## src/rtl/alu_arbiter.sv

```systemverilog
`default_nettype none
// +----------------------------------------------------------------------------+
// | Module  : alu_arbiter                                                       |
// | Brief   : Round-robin sharing of one combinational ALU among NUM_REQ        |
// |           requesters. Uses valid/ready request/response handshakes and      |
// |           registered operands and result. Optional macro ALU_ARB_OPCNT_EN   |
// |           adds a saturating op_cnt output.                                  |
// | Rev     : 1.0 - initial release                                             |
// +----------------------------------------------------------------------------+

`ifndef ALUSel_ADD
`define ALUSel_ADD  4'd0
`define ALUSel_SLL  4'd1
`define ALUSel_SLT  4'd2
`define ALUSel_SLTU 4'd3
`define ALUSel_XOR  4'd4
`define ALUSel_SRL  4'd5
`define ALUSel_OR   4'd6
`define ALUSel_AND  4'd7
`define ALUSel_SUB  4'd12
`define ALUSel_SRA  4'd13
`endif

module alu_arbiter #(
    parameter int NUM_REQ = 2,
    parameter int DATA_W  = 32,
    parameter int SEL_W   = 4,
    localparam int ID_W   = (NUM_REQ > 1) ? $clog2(NUM_REQ) : 1
) (
    input  logic                       clk,
    input  logic                       rst,
    input  logic [NUM_REQ-1:0]         req_valid,
    output logic [NUM_REQ-1:0]         req_ready,
    input  logic [NUM_REQ*DATA_W-1:0]  req_op1,
    input  logic [NUM_REQ*DATA_W-1:0]  req_op2,
    input  logic [NUM_REQ*SEL_W-1:0]   req_sel,
    output logic                       rsp_valid,
    input  logic                       rsp_ready,
    output logic [ID_W-1:0]            rsp_id,
    output logic [DATA_W-1:0]          rsp_data,
    output logic [DATA_W-1:0]          alu_op1,
    output logic [DATA_W-1:0]          alu_op2,
    output logic [SEL_W-1:0]           alu_sel,
`ifdef ALU_ARB_OPCNT_EN
    output logic [15:0]                op_cnt,
`endif
    input  logic [DATA_W-1:0]          alu_out
);

    typedef enum logic [1:0] {
        S_IDLE = 2'd0,
        S_EXEC = 2'd1,
        S_RESP = 2'd2
    } state_t;

    state_t              r_state;
    logic [ID_W-1:0]     r_rr_ptr;
    logic [ID_W-1:0]     r_id;
    logic [DATA_W-1:0]   r_op1;
    logic [DATA_W-1:0]   r_op2;
    logic [SEL_W-1:0]    r_sel;
    logic [DATA_W-1:0]   r_result;
    logic                r_rsp_valid;
`ifdef ALU_ARB_OPCNT_EN
    logic [15:0]         r_op_cnt;
`endif

    logic                w_gnt_valid;
    logic [ID_W-1:0]     w_gnt_idx;
    logic [ID_W-1:0]     w_next_ptr;
    logic [ID_W-1:0]     w_idx;
    logic [DATA_W-1:0]   w_op1;
    logic [DATA_W-1:0]   w_op2;
    logic [SEL_W-1:0]    w_sel;
    logic [NUM_REQ-1:0]  w_ready;

    // Scan from the farthest offset down so the one closest to rr_ptr wins.
    always_comb begin
        w_gnt_valid = 1'b0;
        w_gnt_idx   = '0;
        w_next_ptr  = '0;
        w_idx       = '0;
        w_op1       = '0;
        w_op2       = '0;
        w_sel       = '0;
        for (int k = NUM_REQ - 1; k >= 0; k--) begin
            w_idx = ID_W'((int'(r_rr_ptr) + k) % NUM_REQ);
            if (req_valid[w_idx]) begin
                w_gnt_valid = 1'b1;
                w_gnt_idx   = w_idx;
                w_next_ptr  = ID_W'((int'(w_idx) + 1) % NUM_REQ);
                w_op1       = req_op1[w_idx*DATA_W +: DATA_W];
                w_op2       = req_op2[w_idx*DATA_W +: DATA_W];
                w_sel       = req_sel[w_idx*SEL_W +: SEL_W];
            end
        end
    end

    always_comb begin
        w_ready = '0;
        if (r_state == S_IDLE && w_gnt_valid) begin
            w_ready[w_gnt_idx] = 1'b1;
        end
    end

    always_ff @(posedge clk or negedge rst) begin
        if (!rst) begin
            r_state     <= S_IDLE;
            r_rr_ptr    <= '0;
            r_id        <= '0;
            r_op1       <= '0;
            r_op2       <= '0;
            r_sel       <= '0;
            r_result    <= '0;
            r_rsp_valid <= 1'b0;
`ifdef ALU_ARB_OPCNT_EN
            r_op_cnt    <= '0;
`endif
        end else begin
            case (r_state)
                S_IDLE: begin
                    if (w_gnt_valid) begin
                        r_op1    <= w_op1;
                        r_op2    <= w_op2;
                        r_sel    <= w_sel;
                        r_id     <= w_gnt_idx;
                        r_rr_ptr <= w_next_ptr;
                        r_state  <= S_EXEC;
                    end
                end
                S_EXEC: begin
                    r_result    <= alu_out;
                    r_rsp_valid <= 1'b1;
                    r_state     <= S_RESP;
                end
                S_RESP: begin
                    if (rsp_ready) begin
                        r_rsp_valid <= 1'b0;
                        r_state     <= S_IDLE;
`ifdef ALU_ARB_OPCNT_EN
                        if (r_op_cnt != 16'hFFFF) begin
                            r_op_cnt <= r_op_cnt + 16'd1;
                        end
`endif
                    end
                end
                default: begin
                    r_rsp_valid <= 1'b0;
                    r_state     <= S_IDLE;
                end
            endcase
        end
    end

    assign req_ready = w_ready;
    assign rsp_valid = r_rsp_valid;
    assign rsp_id    = r_id;
    assign rsp_data  = r_result;
    assign alu_op1   = r_op1;
    assign alu_op2   = r_op2;
    assign alu_sel   = r_sel;
`ifdef ALU_ARB_OPCNT_EN
    assign op_cnt    = r_op_cnt;
`endif

endmodule

`default_nettype wire

```

## config.mk

```make
export PLATFORM = sky130hd
export DESIGN_NAME = alu_arbiter
export DESIGN_NICKNAME = d
export VERILOG_FILES = /design/src/rtl/alu_arbiter.sv
export SDC_FILE = /design/constraint.sdc
export NUM_CORES = 1
export LEC_CHECK = 0
export CAP_MARGIN = 40
export CORE_MARGIN = 8
export CORE_UTILIZATION = 34
export CTS_CLUSTER_SIZE = 28
export DETAILED_ROUTE_END_ITERATION = 7
export PLACE_DENSITY = 0.77
export SKIP_LAST_GASP = 1
export SLEW_MARGIN = 10
export SYNTH_ARGS = -nofsm -noshare
export SYNTH_HDL_FRONTEND = slang
export SYNTH_SLANG_ARGS = --single-unit
export TNS_END_PERCENT = 50
```

## constraint.sdc

```tcl
create_clock -name clk -period 2.02 [get_ports clk]
set_input_delay 0.606 -clock clk [delete_from_list [all_inputs] [get_ports clk]]
set_output_delay 0.606 -clock clk [all_outputs]
set_load 0.01 [all_outputs]
```

==> results.json <==
{
  "grt_setup_unrepaired": "true",
  "vias": 4524,
  "most_used_cells_in_the_layout_excluding_fill_and_tap_cells": "sky130_fd_sc_hd__clkdlybuf4s50_1 (271), sky130_fd_sc_hd__a21oi_1 (127), sky130_fd_sc_hd__dfrtp_1 (105)",
  "setup_slack_ns": -0.000228,
  "setup_viol": 1,
  "drt-wirelength-per-cell_um": 20.3,
  "post_synth_and_or_nand_nor_area_fraction_pct": 1.13,
  "dieHeight_um": 133,
  "power_uw": 11800,
  "setup_skew_ns": 0.00859,
  "muxShareOfSynthArea_pct": 7.74,
  "grt_start_max_net_pins": 69,
  "most_common_cell_after_layout_fill_and_taps_aside": "sky130_fd_sc_hd__clkdlybuf4s50_1",
  "worst_ep_arrival_time_ns": 1.41,
  "largest_cells_by_area_after_synthesis": "sky130_fd_sc_hd__dfrtp_1 (56%), sky130_fd_sc_hd__a21oi_1 (14%), sky130_fd_sc_hd__a32oi_1 (13%)",
  "grt_first_pass_wirelength_um": 27000,
  "fraction_of_synthesized_cell_area_in_xor_and_xnor_cells_pct": 0,
  "crit_end_category": "primary output",
  "detail_route.vias_per_cell": 5.35,
  "worst_hold_slack_ns": 0.209,
  "cts.root.buffer_cell": "sky130_fd_sc_hd__clkbuf_16",
  "grt_pass1_vias": 4970,
  "grt.overflow.total": 0,
  "wl_met1_um": 6590,
  "antenna_violations_before_repair": 1,
  "cts_tree": "yes",
  "finalHoldViolCount": 0,
  "path_cells": "dlygate4sd2_1, a21boi_4, and2_1, clkdlybuf4s15_2",
  "dieArea_um2": 17700,
  "drtIter0Drc": 296,
  "actual_slew_at_the_worst_max_slew_pin_ns": 0.706,
  "hold_path_class": "in2async",
  "synth_seq_area_share_pct": 56.4,
  "floorplan.core_area_um2": 13300,
  "timing.critical_path.slowest_stage_cell": "sky130_fd_sc_hd__dlygate4sd2_1",
  "critical-path-top-delay-family": "buffers and inverters",
  "h_tree_level_count": 3,
  "placed_cell_area_um2": 7630,
  "final_nets": 838,
  "area_delta_synth_final_pct": 71.1,
  "critical_path.startpoint_type": "input port",
  "layout.cell_area.non_filler_um2": 7970,
  "cts.sink_count": 105,
  "synthesis.area_um2": 4660,
  "synthDominantCellAreaShare_pct": 56.4,
  "achievable-frequency_mhz": 495,
  "critical_path.n_buffers_inverters": 2,
  "main_combinational_cell_family_by_area_after_synthesis": "compound AO/OA/AOI/OAI gates",
  "status": "finished with violations",
  "synth_compound_area_share_pct": 29.3,
  "top_level_ports": 277,
  "wl_um": 17200,
  "die_w_um": 133,
  "critPathRequiredTime_ns": 1.41,
  "initial_utilization_pct": 35.0,
  "max-cap-violations": 0,
  "detail-route-antenna-nets": 0,
  "detailedRoute.firstPassIterationCount": 4,
  "synth_largest_area_cell": "sky130_fd_sc_hd__dfrtp_1",
  "floorplan.rows": 42,
  "synthesis.area_per_instance_um2": 11.5,
  "grt.total_usage_pct": 19.0,
  "worstPathMaxFanout": 4,
  "tns_ns": -0.000228,
  "clk-insertion-delay-late_ns": 0.34,
  "cts.path.max_buffers": 2,
  "failing_checks": "setup timing",
  "setup.worst_path.class": "in2out",
  "drc": 0,
  "yosys.area_share.adder_pct": 0,
  "routed-wl-met2_um": 8750,
  "antenna_diode_count": 0,
  "power.density_nw_per_um2": 1490,
  "report.final.slew_viol_count": 0,
  "synthesized_netlist_net_count": 579,
  "io_buffers": 276,
  "critPathMaxStageDelay_ns": 0.26,
  "globalplace.congestion": 0.777,
  "power.ir.vdd_worst_uv": 547,
  "layout-drive-gt1-share_pct": 13.4,
  "clkTransAtPathRegs_ns": 0.07,
  "power.static_leakage_uw": 0.00307,
  "slew-limit-headroom_pct": 52.9,
  "netlist-cell-type-count": 23,
  "wire_length_on_met3_um": 1460,
  "number_of_register_bits_inferred_by_synthesis": 105,
  "place_worst_setup_slack_ns": -0.585,
  "yosysWarningCount": 0,
  "route.top_layer_used": "met5",
  "final_period_minus_worst_setup_slack_ns": 2.02,
  "final_clock_period_utilization_by_the_worst_path_pct": 100,
  "synthCells": 406,
  "cts-buffers-inserted": 9,
  "post-dp-hpwl_um": 13000
}
worst paths after layout:
kind	depth (start not counted)	slack, ns	to	startpoint
setup reg to reg	6	0.24	alu_sel[1]	r_state[1]
hold reg to reg	1	0.48	rsp_valid	rsp_valid
setup / recovery	4	-0.0002	req_ready[0]	req_valid[0]
min in group clk	1	0.48	rsp_valid	rsp_valid
max in group asynchronous	2	1.22	alu_op1[17]	rst
hold / removal	1	0.21	rsp_data[4]	rst
cell type report:
type,count,area (um2)
clock inverters,6,91.3
inverters,1,3.75
well taps,176,220
multi-input cells,251,1800
fillers,1088,5330
clock buffers,10,229
repair buffers,297,3000
flip-flops and latches,105,2630
repair_timing:
item                                    in CTS  in global routing
resized for setup                            8                  1
pin swaps                                    0                  0
hold endpoints to repair                     0                  0
endpoints found under the setup margin       2                  2
hold buffers                                 0                  0
buffers inserted                             2                  0
cells in the mapped netlist:
| cell | number |
|---|---|
| sky130_fd_sc_hd__a21boi_2 | 1 |
| sky130_fd_sc_hd__and3_1 | 1 |
| sky130_fd_sc_hd__inv_2 | 1 |
| sky130_fd_sc_hd__or2_1 | 1 |
| sky130_fd_sc_hd__buf_2 | 10 |
| sky130_fd_sc_hd__nor2b_1 | 1 |
| sky130_fd_sc_hd__a32oi_1 | 68 |
| sky130_fd_sc_hd__a21o_1 | 2 |
| sky130_fd_sc_hd__a21oi_1 | 127 |
| sky130_fd_sc_hd__buf_6 | 6 |
| sky130_fd_sc_hd__nor2_1 | 1 |
| sky130_fd_sc_hd__a21oi_2 | 10 |
| sky130_fd_sc_hd__buf_4 | 2 |
| sky130_fd_sc_hd__o21a_1 | 1 |
| sky130_fd_sc_hd__a31oi_1 | 1 |
| sky130_fd_sc_hd__o21ai_0 | 1 |
| sky130_fd_sc_hd__clkbuf_1 | 31 |
| sky130_fd_sc_hd__and2_1 | 1 |
| sky130_fd_sc_hd__nand2_4 | 1 |
| sky130_fd_sc_hd__nand2b_1 | 1 |
| sky130_fd_sc_hd__mux2_2 | 32 |
| sky130_fd_sc_hd__nor2_2 | 1 |
| sky130_fd_sc_hd__dfrtp_1 | 105 |
registers in the layout (all words and copies together), names as in the netlist:
register   count
rsp_valid      1
rsp_id         1
r_rr_ptr       1
alu_op2       32
alu_op1       32
alu_sel        4
rsp_data      32
r_state        2
kinds of logic after synthesis:
group | after synthesis
flip-flops | 105
multiplexers | 32
AND/OR/NAND/NOR | 8
AO/OA/AOI/OAI | 211
buffers and inverters | 50
layer usage:
layer	GRT usage [%]	up-vias
met5	0	-
met4	6.50	2
met3	6.66	26
li1	-	2092
met1	21.0	2221
met2	33.2	183
worst register-to-register path, stage by stage, from the launching register on:
cell and delay (ns):
sky130_fd_sc_hd__dfrtp_1 0.41, sky130_fd_sc_hd__nor2_4 0.16, sky130_fd_sc_hd__buf_4 0.50, sky130_fd_sc_hd__nand2_4 0.14, sky130_fd_sc_hd__inv_2 0.15, sky130_fd_sc_hd__buf_12 0.19
sky130_fd_sc_hd__a21oi_1 0.11
power by group:
group	switching, uW	internal, uW
combinational	2830	3340
clock	766	1090
sequential	608	3210
metrics by stage:
stage | std cells | utilization, %
2_1_floorplan | 406 | -
3_3_place_gp | 828 | 57.4
3_5_place_dp | 828 | 57.4
4_1_cts | 846 | 60.0
5_1_grt | 846 | 59.9
6_report | 846 | 59.9
Power figures use the tool's default switching activity.
